$ cat src/rtl/i2s_slave_rx.sv
// I2S slave receiver: recovers left/right words from an external SCK/WS/SD stream into a small AXI-Stream FIFO.
// Define I2S_RX_OVF_COUNTER_EN to implement the saturating dropped-word counter on ovf_count.
module i2s_slave_rx #(
    parameter int DATA_WIDTH = 16,
    parameter int FIFO_DEPTH = 4
) (
    input  logic                  clk,
    input  logic                  rst,
    input  logic                  sck_i,
    input  logic                  ws_i,
    input  logic                  sd_i,
    output logic [DATA_WIDTH-1:0] axis_data,
    output logic                  axis_channel,
    output logic                  axis_valid,
    input  logic                  axis_ready,
    output logic                  overflow,
    output logic                  short_word,
    input  logic                  clear_flags,
    output logic [7:0]            ovf_count
);

    localparam int CW = $clog2(DATA_WIDTH + 1);
    localparam int AW = $clog2(FIFO_DEPTH);
    localparam int EW = DATA_WIDTH + 1;
    localparam logic [CW-1:0] FULL_CNT = CW'(DATA_WIDTH);
    localparam logic [AW:0]   FULL_LVL = (AW + 1)'(FIFO_DEPTH);

    typedef enum logic [1:0] {ALIGN = 2'd0, SHIFT = 2'd1, HOLD = 2'd2} state_t;

    state_t                state_q, state_d;
    logic [2:0]            sync1_q, sync1_d, sync2_q, sync2_d;
    logic                  sck_prev_q, sck_prev_d;
    logic                  ws_last_q, ws_last_d;
    logic [CW-1:0]         cnt_q, cnt_d;
    logic                  chan_q, chan_d;
    logic [DATA_WIDTH-1:0] shreg_q, shreg_d;
    logic                  push_q, push_d;
    logic [EW-1:0]         push_data_q, push_data_d;
    logic [EW-1:0]         fifo_mem_q [FIFO_DEPTH];
    logic [EW-1:0]         fifo_mem_d [FIFO_DEPTH];
    logic [AW-1:0]         wr_ptr_q, wr_ptr_d, rd_ptr_q, rd_ptr_d;
    logic [AW:0]           count_q, count_d;
    logic                  overflow_q, overflow_d, short_q, short_d;

    logic                  sck_s, ws_s, sd_s, rise, ws_change, short_set;
    logic [CW-1:0]         cnt_inc;
    logic [DATA_WIDTH-1:0] shifted;
    logic                  pop, full, do_write, drop;
    logic [EW-1:0]         head;

    // Bit 2 = SCK, bit 1 = WS, bit 0 = SD; all three see the same synchroniser delay so they stay aligned.
    assign sync1_d    = {sck_i, ws_i, sd_i};
    assign sync2_d    = sync1_q;
    assign sck_s      = sync2_q[2];
    assign ws_s       = sync2_q[1];
    assign sd_s       = sync2_q[0];
    assign sck_prev_d = sck_s;
    assign rise       = sck_s & ~sck_prev_q;
    assign ws_change  = rise & (ws_s != ws_last_q);
    assign cnt_inc    = cnt_q + CW'(1);
    assign shifted    = {shreg_q[DATA_WIDTH-2:0], sd_s};

    // NOTE: sequential state uses non-blocking assignments so every flop samples pre-edge values.
    always_ff @(posedge clk) begin
        if (rst) state_q <= ALIGN;
        else     state_q <= state_d;
    end

    always_comb begin
        // NOTE: defaulting every comb output first keeps these blocks free of inferred latches.
        state_d = state_q;
        if (rise) begin
            case (state_q)
                ALIGN:   if (ws_change) state_d = SHIFT;
                SHIFT:   if (!ws_change && cnt_inc == FULL_CNT) state_d = HOLD;
                HOLD:    if (ws_change) state_d = SHIFT;
                default: state_d = ALIGN;
            endcase
        end
    end

    always_comb begin
        cnt_d       = cnt_q;
        chan_d      = chan_q;
        shreg_d     = shreg_q;
        ws_last_d   = ws_last_q;
        push_d      = 1'b0;
        push_data_d = push_data_q;
        short_set   = 1'b0;
        if (rise) begin
            ws_last_d = ws_s;
            case (state_q)
                ALIGN, HOLD: begin
                    if (ws_change) begin
                        cnt_d  = '0;
                        chan_d = ws_s;
                    end
                end
                SHIFT: begin
                    // The bit in the WS-change slot still belongs to the word being closed.
                    shreg_d = shifted;
                    cnt_d   = cnt_inc;
                    if (cnt_inc == FULL_CNT) begin
                        push_d      = 1'b1;
                        push_data_d = {chan_q, shifted};
                    end
                    if (ws_change) begin
                        short_set = (cnt_inc != FULL_CNT);
                        cnt_d     = '0;
                        chan_d    = ws_s;
                    end
                end
                default: ;
            endcase
        end
    end

    // A push arriving while full still lands if the head is popped in the same cycle.
    assign pop      = axis_valid & axis_ready;
    assign full     = (count_q == FULL_LVL);
    assign do_write = push_q & (~full | pop);
    assign drop     = push_q & full & ~pop;

    always_comb begin
        fifo_mem_d = fifo_mem_q;
        if (do_write) fifo_mem_d[wr_ptr_q] = push_data_q;
        wr_ptr_d   = wr_ptr_q + AW'(do_write);
        rd_ptr_d   = rd_ptr_q + AW'(pop);
        count_d    = count_q + (AW + 1)'(do_write) - (AW + 1)'(pop);
        overflow_d = clear_flags ? 1'b0 : (overflow_q | drop);
        short_d    = clear_flags ? 1'b0 : (short_q | short_set);
    end

    always_ff @(posedge clk) begin
        if (rst) begin
            sync1_q     <= '0;
            sync2_q     <= '0;
            sck_prev_q  <= 1'b0;
            ws_last_q   <= 1'b0;
            cnt_q       <= '0;
            chan_q      <= 1'b0;
            shreg_q     <= '0;
            push_q      <= 1'b0;
            push_data_q <= '0;
            wr_ptr_q    <= '0;
            rd_ptr_q    <= '0;
            count_q     <= '0;
            overflow_q  <= 1'b0;
            short_q     <= 1'b0;
        end else begin
            sync1_q     <= sync1_d;
            sync2_q     <= sync2_d;
            sck_prev_q  <= sck_prev_d;
            ws_last_q   <= ws_last_d;
            cnt_q       <= cnt_d;
            chan_q      <= chan_d;
            shreg_q     <= shreg_d;
            push_q      <= push_d;
            push_data_q <= push_data_d;
            wr_ptr_q    <= wr_ptr_d;
            rd_ptr_q    <= rd_ptr_d;
            count_q     <= count_d;
            overflow_q  <= overflow_d;
            short_q     <= short_d;
        end
    end

    // NOTE: storage is not reset; the pointers and count define validity, and the output is gated below.
    always_ff @(posedge clk) begin
        fifo_mem_q <= fifo_mem_d;
    end

    assign head         = fifo_mem_q[rd_ptr_q];
    assign axis_valid   = (count_q != '0);
    assign axis_data    = axis_valid ? head[DATA_WIDTH-1:0] : '0;
    assign axis_channel = axis_valid ? head[DATA_WIDTH] : 1'b0;
    assign overflow     = overflow_q;
    assign short_word   = short_q;

`ifdef I2S_RX_OVF_COUNTER_EN
    logic [7:0] ovf_cnt_q, ovf_cnt_d;

    always_comb begin
        ovf_cnt_d = ovf_cnt_q;
        if (clear_flags)                      ovf_cnt_d = '0;
        else if (drop && ovf_cnt_q != 8'hFF)  ovf_cnt_d = ovf_cnt_q + 8'd1;
    end

    always_ff @(posedge clk) begin
        if (rst) ovf_cnt_q <= '0;
        else     ovf_cnt_q <= ovf_cnt_d;
    end

    assign ovf_count = ovf_cnt_q;
`else
    assign ovf_count = 8'd0;
`endif

endmodule

$ cat config.mk
export PLATFORM = sky130hd
export DESIGN_NAME = i2s_slave_rx
export DESIGN_NICKNAME = d
export VERILOG_FILES = /design/src/rtl/i2s_slave_rx.sv
export SDC_FILE = /design/constraint.sdc
export NUM_CORES = 1
export LEC_CHECK = 0
export ABC_AREA = 1
export BUFFER_PORTS_ARGS = -buffer_cell sky130_fd_sc_hd__clkbuf_2
export CAP_MARGIN = 30
export CELL_PAD_IN_SITES_DETAIL_PLACEMENT = 0
export CELL_PAD_IN_SITES_GLOBAL_PLACEMENT = 2
export CORE_UTILIZATION = 38
export DETAILED_ROUTE_END_ITERATION = 8
export PLACE_DENSITY = 0.8
export SETUP_SLACK_MARGIN = 0.1
export SLEW_MARGIN = 20
export SYNTH_ARGS = -nofsm -noshare
export SYNTH_HDL_FRONTEND = slang
export SYNTH_SLANG_ARGS = --single-unit
$ cat constraint.sdc
create_clock -name clk -period 3.1 [get_ports clk]
set_input_delay 0 -clock clk [delete_from_list [all_inputs] [get_ports clk]]
set_output_delay 0 -clock clk [all_outputs]
set_load 0.05 [all_outputs]
# Word level (Yosys, flattened, before mapping)

Cells that the tools add are included.

Bits in registers: 126
Input bits: 7
Output and inout bits: 28
Logic and storage cells: 84

Add/subtract/negate cells: 5
Magnitude comparators: 3
Equality and inequality tests: 8
Muxes and demuxes: 18
Bitwise logic cells: 16
Reduce and logical (&&, ||, !) cells: 15

Operators with widths:

| kind                | count |
|---|---|
| $bwmux 68           | 1 |
| $mux 17             | 3 |
| $bmux 17 s2         | 1 |
| $demux 17 s2        | 1 |
| $mux 16             | 1 |
| $reduce_and 3->1    | 4 |
| $mux 5              | 2 |
| $pmux 5 s2          | 1 |
| $and 1x1->1         | 6 |
| $ge 3x3->1 const B  | 2 |
| $not 2->3           | 2 |
| $reduce_or 3->1     | 2 |
| $add 5x1->5 const B | 1 |
| $eq 5x5->1 const B  | 1 |
| $mux 1              | 5 |
| $ne 5x5->1 const B  | 1 |
| $not 1->1           | 5 |
| $add 2x1->2         | 2 |
| $mux 2              | 2 |
| $pmux 2 s2          | 1 |
| $reduce_or 2->1     | 2 |
| $add 3x1->3         | 1 |
| $eq 3x3->1 const B  | 1 |
| $lt 3x1->1 const B  | 1 |
| 13 further kinds    | 16 |

# Logic depth before layout (Yosys ltp)

Gate-level depths: netlist of run 1.

Depth after elaboration: 7
Depth in mapped cells: 12
Mapped depth without buffers: 11

# Least setup slack after synthesis of run 1

OpenSTA, ideal clock, no wires.

Path kind: reg2reg
Start point: register count_q[1]
End point: register count_q[2]
Arrival time: 2.241 ns
Required time: 3.030 ns
Slack: 0.789 ns
Cell stages (with the launch flop): 13
Path buffers: 1
Clock period less this slack: 2.311 ns
Cell sequence: dfxtp_1 > nor2_1 > inv_1 > nor2_1 > buf_2 > nor2_1 > ha_1 > inv_1 > ha_1 > fa_1 > inv_1 > o21ai_0 > a21oi_1

Word-level cells in the longest chain between the ends: 6

RTL lines:

| item                                            | RTL line | RTL |
|---|---|---|
| start, declared                                 | 42       | `logic [AW:0] count_q, count_d;` |
| start signal, assigned                          | 162      | `count_q <= count_d;` |
| $reduce_bool 3->1 or $eq 3x3->1 (tied branches) | 174, 120 |  |
| $and 1x1->1 or $not 1->1 (tied branches)        | 119, 121 |  |
| $or 1x1->1                                      | 121      | `assign do_write = push_q & (~full \| pop);` |
| $and 1x1->1                                     | 121      |  |
| $add 3x1->3                                     | 129      | `count_d = count_q + (AW + 1)'(do_write) - (AW + 1)'(pop);` |
| $sub 3x1->3 (*)                                 | 129      |  |

Mark *: on every way between the ends. The rest lies on a longest branch, timed or not.
A chain may end at the register's enable or synchronous reset.

# Worst setup path in the final report of run 1

Start point: register rd_ptr_q[1]
End point: output port axis_data[6]

Word-level cells in the longest chain between the ends: 5

RTL lines:

| item                                       | RTL line | RTL |
|---|---|---|
| start, declared                            | 41       | `logic [AW-1:0] wr_ptr_q, wr_ptr_d, rd_ptr_q, rd_ptr_d;` |
| start signal, assigned                     | 161      | `rd_ptr_q <= rd_ptr_d;` |
| $not 2->3 (not written as such)            | 173      | `assign head = fifo_mem_q[rd_ptr_q];` |
| $bmux 17 s2                                | 173      |  |
| $mux 17 (not written as such) (2 in a row) | 173      |  |
| $mux 16                                    | 175      | `assign axis_data = axis_valid ? head[DATA_WIDTH-1:0] : '0;` |
| end, declared                              | 12       | `output logic [DATA_WIDTH-1:0] axis_data,` |

Every way passes these cells. The select of a mux whose other input is x is not followed.

==> results of run 1 <==
## placed cells by master (no fill, tap or decap), types with 2 or more instances in the layout
| cell type | n |
|---|---|
| o21ai_0 | 45 |
| clkinv_2 | 5 |
| clkbuf_16 | 17 |
| clkinv_1 | 3 |
| ha_1 | 5 |
| a211oi_1 | 7 |
| conb_1 | 8 |
| edfxtp_1 | 68 |
| dlygate4sd3_1 | 5 |
| nand3b_1 | 3 |
| nand2_1 | 56 |
| nor2_1 | 102 |
| buf_4 | 6 |
| dfxtp_1 | 58 |
| clkbuf_8 | 2 |
| a21oi_1 | 37 |
| inv_1 | 38 |
| inv_2 | 2 |
| clkbuf_2 | 26 |
| nand3_1 | 24 |
| nor3_2 | 4 |
| o21ai_1 | 2 |
| nor2_4 | 2 |
| nand4_1 | 3 |
| xnor2_1 | 2 |
| bufinv_16 | 5 |
## registers in the layout, indices dropped and copies added, names as in the netlist
signal       flops
chan_q           1
cnt_q            5
count_q          3
fifo_mem_q      68
overflow         1
push_data_q     17
push_q           1
rd_ptr_q         2
sck_prev_q       1
short_word       1
shreg_q         15
state_q          2
sync1_q          3
sync2_q          3
wr_ptr_q         2
ws_last_q        1
## cell type report
class,count,area share
clock buffers,20,0.0764
clock inverters,12,0.0318
inverters,43,0.0272
flip-flops and latches,126,0.536
well taps,172,0.0360
multi-input cells,310,0.251
repair buffers,38,0.0410
## cells by family after synthesis
group / after synthesis / share of synthesized area
AND/OR/NAND/NOR: 201 / 0.173
adder cells (fa/ha/maj): 6 / 0.0166
flip-flops: 126 / 0.643
AO/OA/AOI/OAI: 92 / 0.0965
other: 1 / 0.000753
XOR/XNOR: 3 / 0.00528
buffers and inverters: 72 / 0.0641
## layer usage
layer	track usage	part of all wire	routed length, µm	vias up
met1	0.190	0.47	4510	1572
met4	0.0590	0.013	123	0
li1	-	-	-	1735
met5	0	0	0	-
met3	0.0545	0.032	306	12
met2	0.264	0.48	4630	50
## timing repair
action | 4_1_cts | 5_1_grt
resized for setup | 0 | 0
buffers inserted | 0 | 0
hold buffers | 5 | 0
hold endpoints to repair | 5 | 0
## cell usage after synthesis (2+ instances only)
master and count:
buf_2 5, buf_4 9, o21ai_1 2, inv_1 38, nand3b_1 3, ha_1 5, nor2_1 102, nand2_1 56
edfxtp_1 68, nor2_4 2, clkinv_1 2, a211oi_1 7, nand4_1 3, a21oi_1 37, nand3_1 24, nor3_1 4
dfxtp_1 58, clkbuf_1 13, xnor2_1 2, o21ai_0 45, inv_2 2
## worst max-delay path: stages (launching register included)
cell	delay, ns
dfxtp_1	0.31
buf_4	0.26
clkinv_1	0.53
nor2_1	0.22
o21ai_0	0.10
a21oi_1	0.23
clkbuf_2	0.32
## through the flow
stage                     setup WS [ns]  area (µm²)  power, W  utilization  std cells
after floorplan                   0.789        5000   0.00305            -        508
after global placement             1.10        5280   0.00339        0.415        684
after detailed placement           1.07        5280   0.00340        0.415        684
after CTS                         0.679        5980   0.00555        0.470        721
after global routing              0.499        5980   0.00575        0.470        721
final                             0.733        5980   0.00549        0.470        721
## worst paths after layout
kind | end | slack (ns)
hold / removal | sync1_q[0]$_SDFF_PP0_ | 0.22
setup / recovery | axis_data[6] | 0.73
setup reg to reg | count_q[1]$_SDFF_PP0_ | 1.06
hold reg to reg | sync2_q[1]$_SDFF_PP0_ | 0.40
## power groups by stage
stage          Combinational [W]  Sequential, W  Clock, W
3_5_place_dp             0.00154        0.00186         0
2_1_floorplan            0.00122        0.00182         0
3_3_place_gp             0.00153        0.00186         0
5_1_grt                  0.00167        0.00183   0.00225
6_report                 0.00153        0.00182   0.00213
4_1_cts                  0.00155        0.00182   0.00218
==> results.py, run 1 <==
metrics = {
    "run_status": {
        "status": "complete, no violations",
    },
    "drt": {
        "routedWlPerCell_um": 13.3,
        "dr.pass1.iters": 4,
        "vias": 3369,
        "viasPerCell": 4.67,
        "drc": 0,
        "drtAntennaViolNets": 0,
        "initialDrtViolationCount": 189,
        "finalWirelength_um": 9570,
    },
    "logic_synthesis": {
        "syn-cell-area_um2": 4980,
        "synth-seq-cells": 126,
        "synth_area_leaders": "edfxtp_1, dfxtp_1, nor2_1, o21ai_0, nand2_1",
        "yosysTopAreaCell": "edfxtp_1",
        "synthCells": 501,
        "ys_warn_count": 0,
        "synth-edff-count": 68,
        "synth_top_area_frac": 0.410,
        "synth-main-ff-cell": "edfxtp_1",
        "ys_seq_area_frac": 0.643,
        "synthDistinctLibCells": 35,
        "syn_avg_cell_area_um2": 9.94,
        "async_flop_share": 0,
    },
    "power": {
        "pwr-share-comb": 0.279,
        "leakage_nw": 2.38,
        "power_frac_seq": 0.332,
        "power_density_nw_per_um2": 918,
        "p_clk_frac": 0.388,
        "power.share.switching": 0.349,
        "intPower_w": 0.00357,
        "p_sw_w": 0.00191,
        "ir_drop_v": 0.000288,
    },
    "clocking": {
        "clockBufferDepth": 2,
        "cts_tree": "done",
        "clockRootBuffer": "clkbuf_16",
        "cts.clk_slew.worst_paths_ns": 0.05,
        "cts_sinks": 126,
        "cts_buffers": 17,
        "cts-htree-levels": 4,
        "clock_latency_ns": 0.41,
    },
    "timing": {
        "tns_ns": 0,
        "slew_headroom": 0.440,
        "worst_pin_slew_ns": 0.839,
        "worst_clock_skew_ns": 0.00546,
        "fmaxAchievable_mhz": 422,
        "setup_viol": 0,
        "hold_violations": 0,
        "rsz0062_at_grt": "no",
        "timing.final.max_slew_violations": 0,
        "fin_crit_sh": 0.764,
        "hold_ws_ns": 0.221,
        "finalCriticalPeriod_ns": 2.37,
    },
    "floorplan": {
        "die_h_um": 116,
        "io_pins": 35,
        "dieArea_um2": 13600,
        "die_w_um": 116,
        "rows": 41,
        "core_area_um2": 12700,
        "start_util": 0.391,
    },
    "grt": {
        "grt_pass1_vias": 3190,
        "grt_max_degree": 35,
        "grt_use_total": 0.159,
        "grt_pass1_wl_um": 15800,
        "overflow": 0,
        "antenna_found_initial": 0,
    },
    "critical_path": {
        "crit_type": "register to output pin",
        "crit_start": "rd_ptr_q[1]$_SDFF_PP0_",
        "required_ns": 3.10,
        "critPathArrivalTime_ns": 2.37,
        "cp-end-kind": "output pin",
        "critPathLaunchType": "register",
        "reg2reg_depth": 10,
        "critPathMaxFanout": 19,
        "r2r-start": "count_q[1]$_SDFF_PP0_",
    },
    "finish": {
        "drive_gt1_frac": 0.142,
        "area_growth_pct": 20.0,
        "antenna_cells": 0,
        "seq_area_um2": 3200,
        "nets": 549,
        "multi_input_area_um2": 1500,
        "fill_cells": 1236,
    },
    "place": {
        "detailed_place_hpwl_um": 5810,
        "port_buffers": 26,
        "routabilityCongestion": 0.736,
    },
    "flow_run": {
        "maxCapViolCount": 0,
    },
    "min_path": {
        "whs_path_depth": 2,
        "hold_class": "input port to register",
        "hold_start": "rst",
    },
}
Power figures use the tool's default switching activity.
==> run 2, diff against run 1 <==
==> constraint.sdc (replaced) <==
create_clock -name clk -period 2.32 [get_ports clk]
set_input_delay 0 -clock clk [delete_from_list [all_inputs] [get_ports clk]]
set_output_delay 0 -clock clk [all_outputs]
set_load 0.05 [all_outputs]
==> results.py, run 2 (same netlist as run 1, synthesis figures left out) <==
metrics = {
    "critical_path": {
        "r2r-end": "count_q[1]$_SDFF_PP0_",
        "crit_path_max_incr_delay_ns": 0.41,
        "critPathArrivalTime_ns": 2.30,
        "cp-end-kind": "register",
        "r2r_slack_ns": 0.30,
        "crit_top_cell": "inv_1",
        "critPathMaxFanout": 5,
        "critPathLaunchType": "register",
        "reg2reg_depth": 10,
        "path_cells": "nor2_1 > nand3_1 > and2_1 > inv_1 > ha_1 > inv_1 > ha_1 > fa_1 > inv_1 > nor2_1",
        "crit_type": "register to register",
        "crit_start": "count_q[1]$_SDFF_PP0_",
        "required_ns": 2.60,
        "cpMaxStageDelayCell": "fa_1",
        "r2r-start": "count_q[1]$_SDFF_PP0_",
    },
    "power": {
        "p_total_w": 0.00668,
        "leakage_nw": 2.30,
        "ir_drop_v": 0.000481,
        "power_density_nw_per_um2": 1120,
    },
    "grt": {
        "overflow": 0,
        "antenna_found_initial": 0,
        "grt_max_degree": 35,
        "grt_pass1_wl_um": 15900,
        "grt_pass1_vias": 3191,
        "grt_use_total": 0.161,
    },
    "timing": {
        "hold_violations": 0,
        "timing.final.max_slew_violations": 0,
        "setup_viol": 0,
        "tns_ns": 0,
        "fmaxAchievable_mhz": 496,
        "worst_pin_slew_ns": 0.709,
        "finalCriticalPeriod_ns": 2.02,
        "worst_clock_skew_ns": 0.00562,
        "rsz0062_at_grt": "no",
        "slew_headroom": 0.527,
        "hold_ws_ns": 0.0846,
        "fin_crit_sh": 0.869,
    },
    "clocking": {
        "cts_sinks": 126,
        "postCtsSetupBuffers": 0,
        "clock_latency_ns": 0.40,
        "cts.clk_slew.worst_paths_ns": 0.05,
        "clockRootBuffer": "clkbuf_16",
        "cts_buffers": 17,
        "cts-htree-levels": 4,
        "cts_tree": "done",
        "clockBufferDepth": 2,
    },
    "place": {
        "routabilityCongestion": 0.713,
        "detailed_place_hpwl_um": 5900,
        "port_buffers": 26,
    },
    "finish": {
        "nets": 553,
        "final_core_utilization": 0.470,
        "antenna_cells": 0,
        "largest_reg_flops": 68,
        "seq_area_um2": 3200,
        "multi_input_area_um2": 1510,
        "drive_gt1_frac": 0.154,
        "area_growth_pct": 20.1,
        "regMostFlops": "fifo_mem_q",
        "final_common_cell": "nor2_1",
        "final_cell_mix": "nor2_1, edfxtp_1, dfxtp_1",
        "fill_cells": 1224,
        "top_regs": "fifo_mem_q (68), push_data_q (17), shreg_q (15)",
    },
    "floorplan": {
        "start_util": 0.391,
        "die_w_um": 116,
        "core_area_um2": 12700,
        "io_pins": 35,
        "dieArea_um2": 13600,
        "rows": 41,
        "die_h_um": 116,
    },
    "drt": {
        "routedWlPerCell_um": 13.2,
        "finalWirelength_um": 9560,
        "dr.pass1.iters": 4,
        "drc": 0,
        "initialDrtViolationCount": 183,
        "drtAntennaViolNets": 0,
        "vias": 3370,
        "viasPerCell": 4.65,
    },
    "min_path": {
        "hold_start": "rst",
        "hold_class": "input port to register",
        "whs_path_depth": 3,
        "min_to": "sck_prev_q$_SDFF_PP0_",
    },
    "flow_run": {
        "maxCapViolCount": 0,
    },
    "run_status": {
        "status": "complete, no violations",
    },
}
==> run 2: cell types whose count changed in the layout (fill, tap and decap cells not counted), sizes merged <==
cell | previous run | this run
buf | 7 | 11
clkinvlp | 1 | 4
clkbuf | 46 | 48
bufinv | 5 | 3
clkinv | 9 | 6
==> run 2: what timing repair did <==
action / 4_1_cts / 5_1_grt
hold buffers: 5 / 0
endpoints found under the hold margin: 5 / 0
setup endpoints to repair: 0 / 11
resized for setup: 0 / 1
==> run 2: where the power goes <==
part / internal (W) / switching (W) / total (W)
Sequential: 0.00237 / 0.0000389 / 0.00241
Combinational: 0.000362 / 0.00117 / 0.00153
Clock: 0.00183 / 0.000905 / 0.00274
==> run 2: how the worst max path moves through the flow <==
stage | to | slack [ns] | cells past startpoint
4_1_cts | axis_data[2] | 0.16 | 5
3_3_place_gp | count_q[1]$_SDFF_PP0_ | 0.33 | 10
2_1_floorplan | fifo_mem_q[17]$_DFFE_PP_ | 0.03 | 5
3_5_place_dp | count_q[1]$_SDFF_PP0_ | 0.30 | 10
6_report | count_q[1]$_SDFF_PP0_ | 0.30 | 10
5_1_grt | count_q[2]$_SDFF_PP0_ | 0.17 | 11
==> run 2: critical path, delay by kind of cell (launching register included) <==
family,cells,cell delay (ns)
adders and majority gates,3,0.82
buffers and inverters,3,0.31
DFF,1,0.33
and+or+nand+nor,4,0.43
==> run 2: stage by stage <==
| step | std cells | area [µm²] | setup WS (ns) |
|---|---|---|---|
| global route | 725 | 5980 | 0.170 |
| detailed placement | 688 | 5300 | 0.297 |
| floorplan | 508 | 5010 | 0.0307 |
| global placement | 688 | 5300 | 0.332 |
| CTS | 725 | 5980 | 0.161 |
| finish | 725 | 5980 | 0.304 |
==> run 2: cell type report <==
| type | count | share of cell area |
|---|---|---|
| sequential | 126 | 0.536 |
| timing repair buffer | 42 | 0.0439 |
| multi-input combinational | 310 | 0.252 |
| inverter | 43 | 0.0278 |
| tap | 172 | 0.0360 |
| clock inverter | 10 | 0.0222 |
| clock buffer | 22 | 0.0828 |
==> run 2: metal layers <==
layer  vias up  global-route usage  part of all wire
met5         -                   0                 0
met4         0              0.0795             0.013
met3        10              0.0431             0.029
met2        52               0.269              0.48
met1      1572               0.190              0.48
li1       1736                   -                 -
==> run 3, diff against run 2 <==
==> constraint.sdc (replaced) <==
create_clock -name clk -period 2.32 [get_ports clk]
set_input_delay 0.116 -clock clk [delete_from_list [all_inputs] [get_ports clk]]
set_output_delay 0.116 -clock clk [all_outputs]
set_load 0.05 [all_outputs]
==> results.py, run 3 (same netlist as run 1, synthesis figures left out) <==
metrics = {
    "run_status": {
        "status": "complete, no violations",
    },
    "place": {
        "routabilityCongestion": 0.735,
        "detailed_place_hpwl_um": 6080,
        "port_buffers": 26,
        "dpl-instance-area_um2": 5310,
    },
    "timing": {
        "hold_violations": 0,
        "worst_pin_slew_ns": 0.628,
        "setup_viol": 0,
        "rsz0062_at_grt": "no",
        "slew_headroom": 0.581,
        "hold_ws_ns": 0.0441,
        "timing.final.max_slew_violations": 0,
        "finalCriticalPeriod_ns": 2.01,
        "tns_ns": 0,
        "worst_clock_skew_ns": 0.00442,
        "fmaxAchievable_mhz": 496,
        "fin_crit_sh": 0.868,
    },
    "flow_run": {
        "maxCapViolCount": 0,
    },
    "finish": {
        "largest_reg_flops": 68,
        "area_growth_pct": 19.9,
        "regMostFlops": "fifo_mem_q",
        "final_common_cell": "nor2_1",
        "final_cell_mix": "nor2_1, edfxtp_1, dfxtp_1",
        "top_regs": "fifo_mem_q (68), push_data_q (17), shreg_q (15)",
        "final_core_utilization": 0.469,
        "drive_gt1_frac": 0.150,
        "antenna_cells": 0,
        "nets": 554,
        "design_area_um2": 5970,
    },
    "critical_path": {
        "critPathLaunchType": "register",
        "r2r_slack_ns": 0.32,
        "critPathArrivalTime_ns": 1.90,
        "critPathMaxFanout": 17,
        "cp-end-kind": "output pin",
        "r2r-end": "count_q[2]$_SDFF_PP0_",
        "reg2reg_depth": 11,
        "required_ns": 2.20,
        "r2r-start": "count_q[1]$_SDFF_PP0_",
        "crit_type": "register to output pin",
    },
    "drt": {
        "routedWlPerCell_um": 13.5,
        "drtAntennaViolNets": 0,
        "dr.pass1.iters": 4,
        "drc": 0,
        "initialDrtViolationCount": 190,
        "viasPerCell": 4.64,
        "finalWirelength_um": 9800,
        "vias": 3371,
    },
    "clocking": {
        "clockRootBuffer": "clkbuf_16",
        "cts_tree": "done",
        "cts_sinks": 126,
        "cts.clk_slew.worst_paths_ns": 0.05,
        "clock_latency_ns": 0.41,
        "cts_buffers": 17,
        "clockBufferDepth": 2,
        "cts-htree-levels": 4,
        "postCtsSetupBuffers": 0,
    },
    "min_path": {
        "whs_path_depth": 4,
        "hold_start": "axis_ready",
        "min_to": "overflow$_SDFF_PP0_",
        "hold_class": "input port to register",
    },
    "power": {
        "ir_drop_v": 0.000433,
        "leakage_nw": 2.30,
        "p_total_w": 0.00664,
        "power_density_nw_per_um2": 1110,
    },
    "grt": {
        "grt_use_total": 0.164,
        "grt_max_degree": 35,
        "grt_pass1_wl_um": 16300,
        "grt_pass1_vias": 3248,
        "overflow": 0,
        "antenna_found_initial": 0,
    },
    "floorplan": {
        "core_area_um2": 12700,
        "die_h_um": 116,
        "die_w_um": 116,
        "rows": 41,
        "io_pins": 35,
        "start_util": 0.391,
        "dieArea_um2": 13600,
    },
}
-- run 3: changes by cell type in the layout (fill, tap and decap cells not counted), sizes merged --
cell,previous run,this run
clkinvlp,4,0
dlygate4sd3,5,4
buf,11,13
clkbuf,48,52
-- run 3: timing repair --
item / 4_1_cts / 5_1_grt
endpoints found under the setup margin: 0 / 2
resized for setup: 0 / 1
hold endpoints to repair: 5 / 0
hold buffers: 4 / 0
-- run 3: report_power, final --
| part | leakage [nW] | internal [W] | switching, W |
|---|---|---|---|
| Sequential | 1.03 | 0.00237 | 0.0000430 |
| Combinational | 0.970 | 0.000366 | 0.00116 |
| Clock | 0.302 | 0.00182 | 0.000870 |
| Total | 2.30 | 0.00456 | 0.00207 |
-- run 3: final cells by class --
type                    instances  area [µm²]
clock buffers                  26         509
clock inverters                 6         104
fillers                      1223        6760
inverters                      43         163
multi-input cells             310        1510
flip-flops and latches        126        3200
well taps                     172         215
repair buffers                 43         268
-- run 3: per-layer routing --
layer / vias to the layer above / part of all wire / track usage
li1: 1746 / - / -
met1: 1557 / 0.48 / 0.199
met2: 55 / 0.47 / 0.276
met3: 13 / 0.035 / 0.0488
met4: 0 / 0.015 / 0.0641
met5: - / 0 / 0
-- run 3: worst max-delay path by stage --
stage	depth (start not counted)	start	to	slack [ns]
finish	6	rd_ptr_q[0]$_SDFF_PP0_	axis_data[14]	0.31
global placement	10	count_q[1]$_SDFF_PP0_	count_q[1]$_SDFF_PP0_	0.34
floorplan	5	count_q[1]$_SDFF_PP0_	fifo_mem_q[17]$_DFFE_PP_	0.03
detailed placement	10	count_q[1]$_SDFF_PP0_	count_q[1]$_SDFF_PP0_	0.26
global route	6	rd_ptr_q[0]$_SDFF_PP0_	axis_data[14]	0.11
CTS	10	count_q[1]$_SDFF_PP0_	count_q[1]$_SDFF_PP0_	0.25
-- run 3: metrics by stage --
step	instances	setup slack, ns
6_report	726	0.305
3_5_place_dp	690	0.264
4_1_cts	726	0.248
2_1_floorplan	508	0.0307
5_1_grt	726	0.111
3_3_place_gp	690	0.335
-- run 3: critical path, cell delays in order, from the launching register on --
cell,delay [ns]
dfxtp_1,0.47
buf_4,0.28
nor2_1,0.06
nor2_1,0.07
o21ai_0,0.08
a21oi_1,0.22
clkbuf_2,0.31
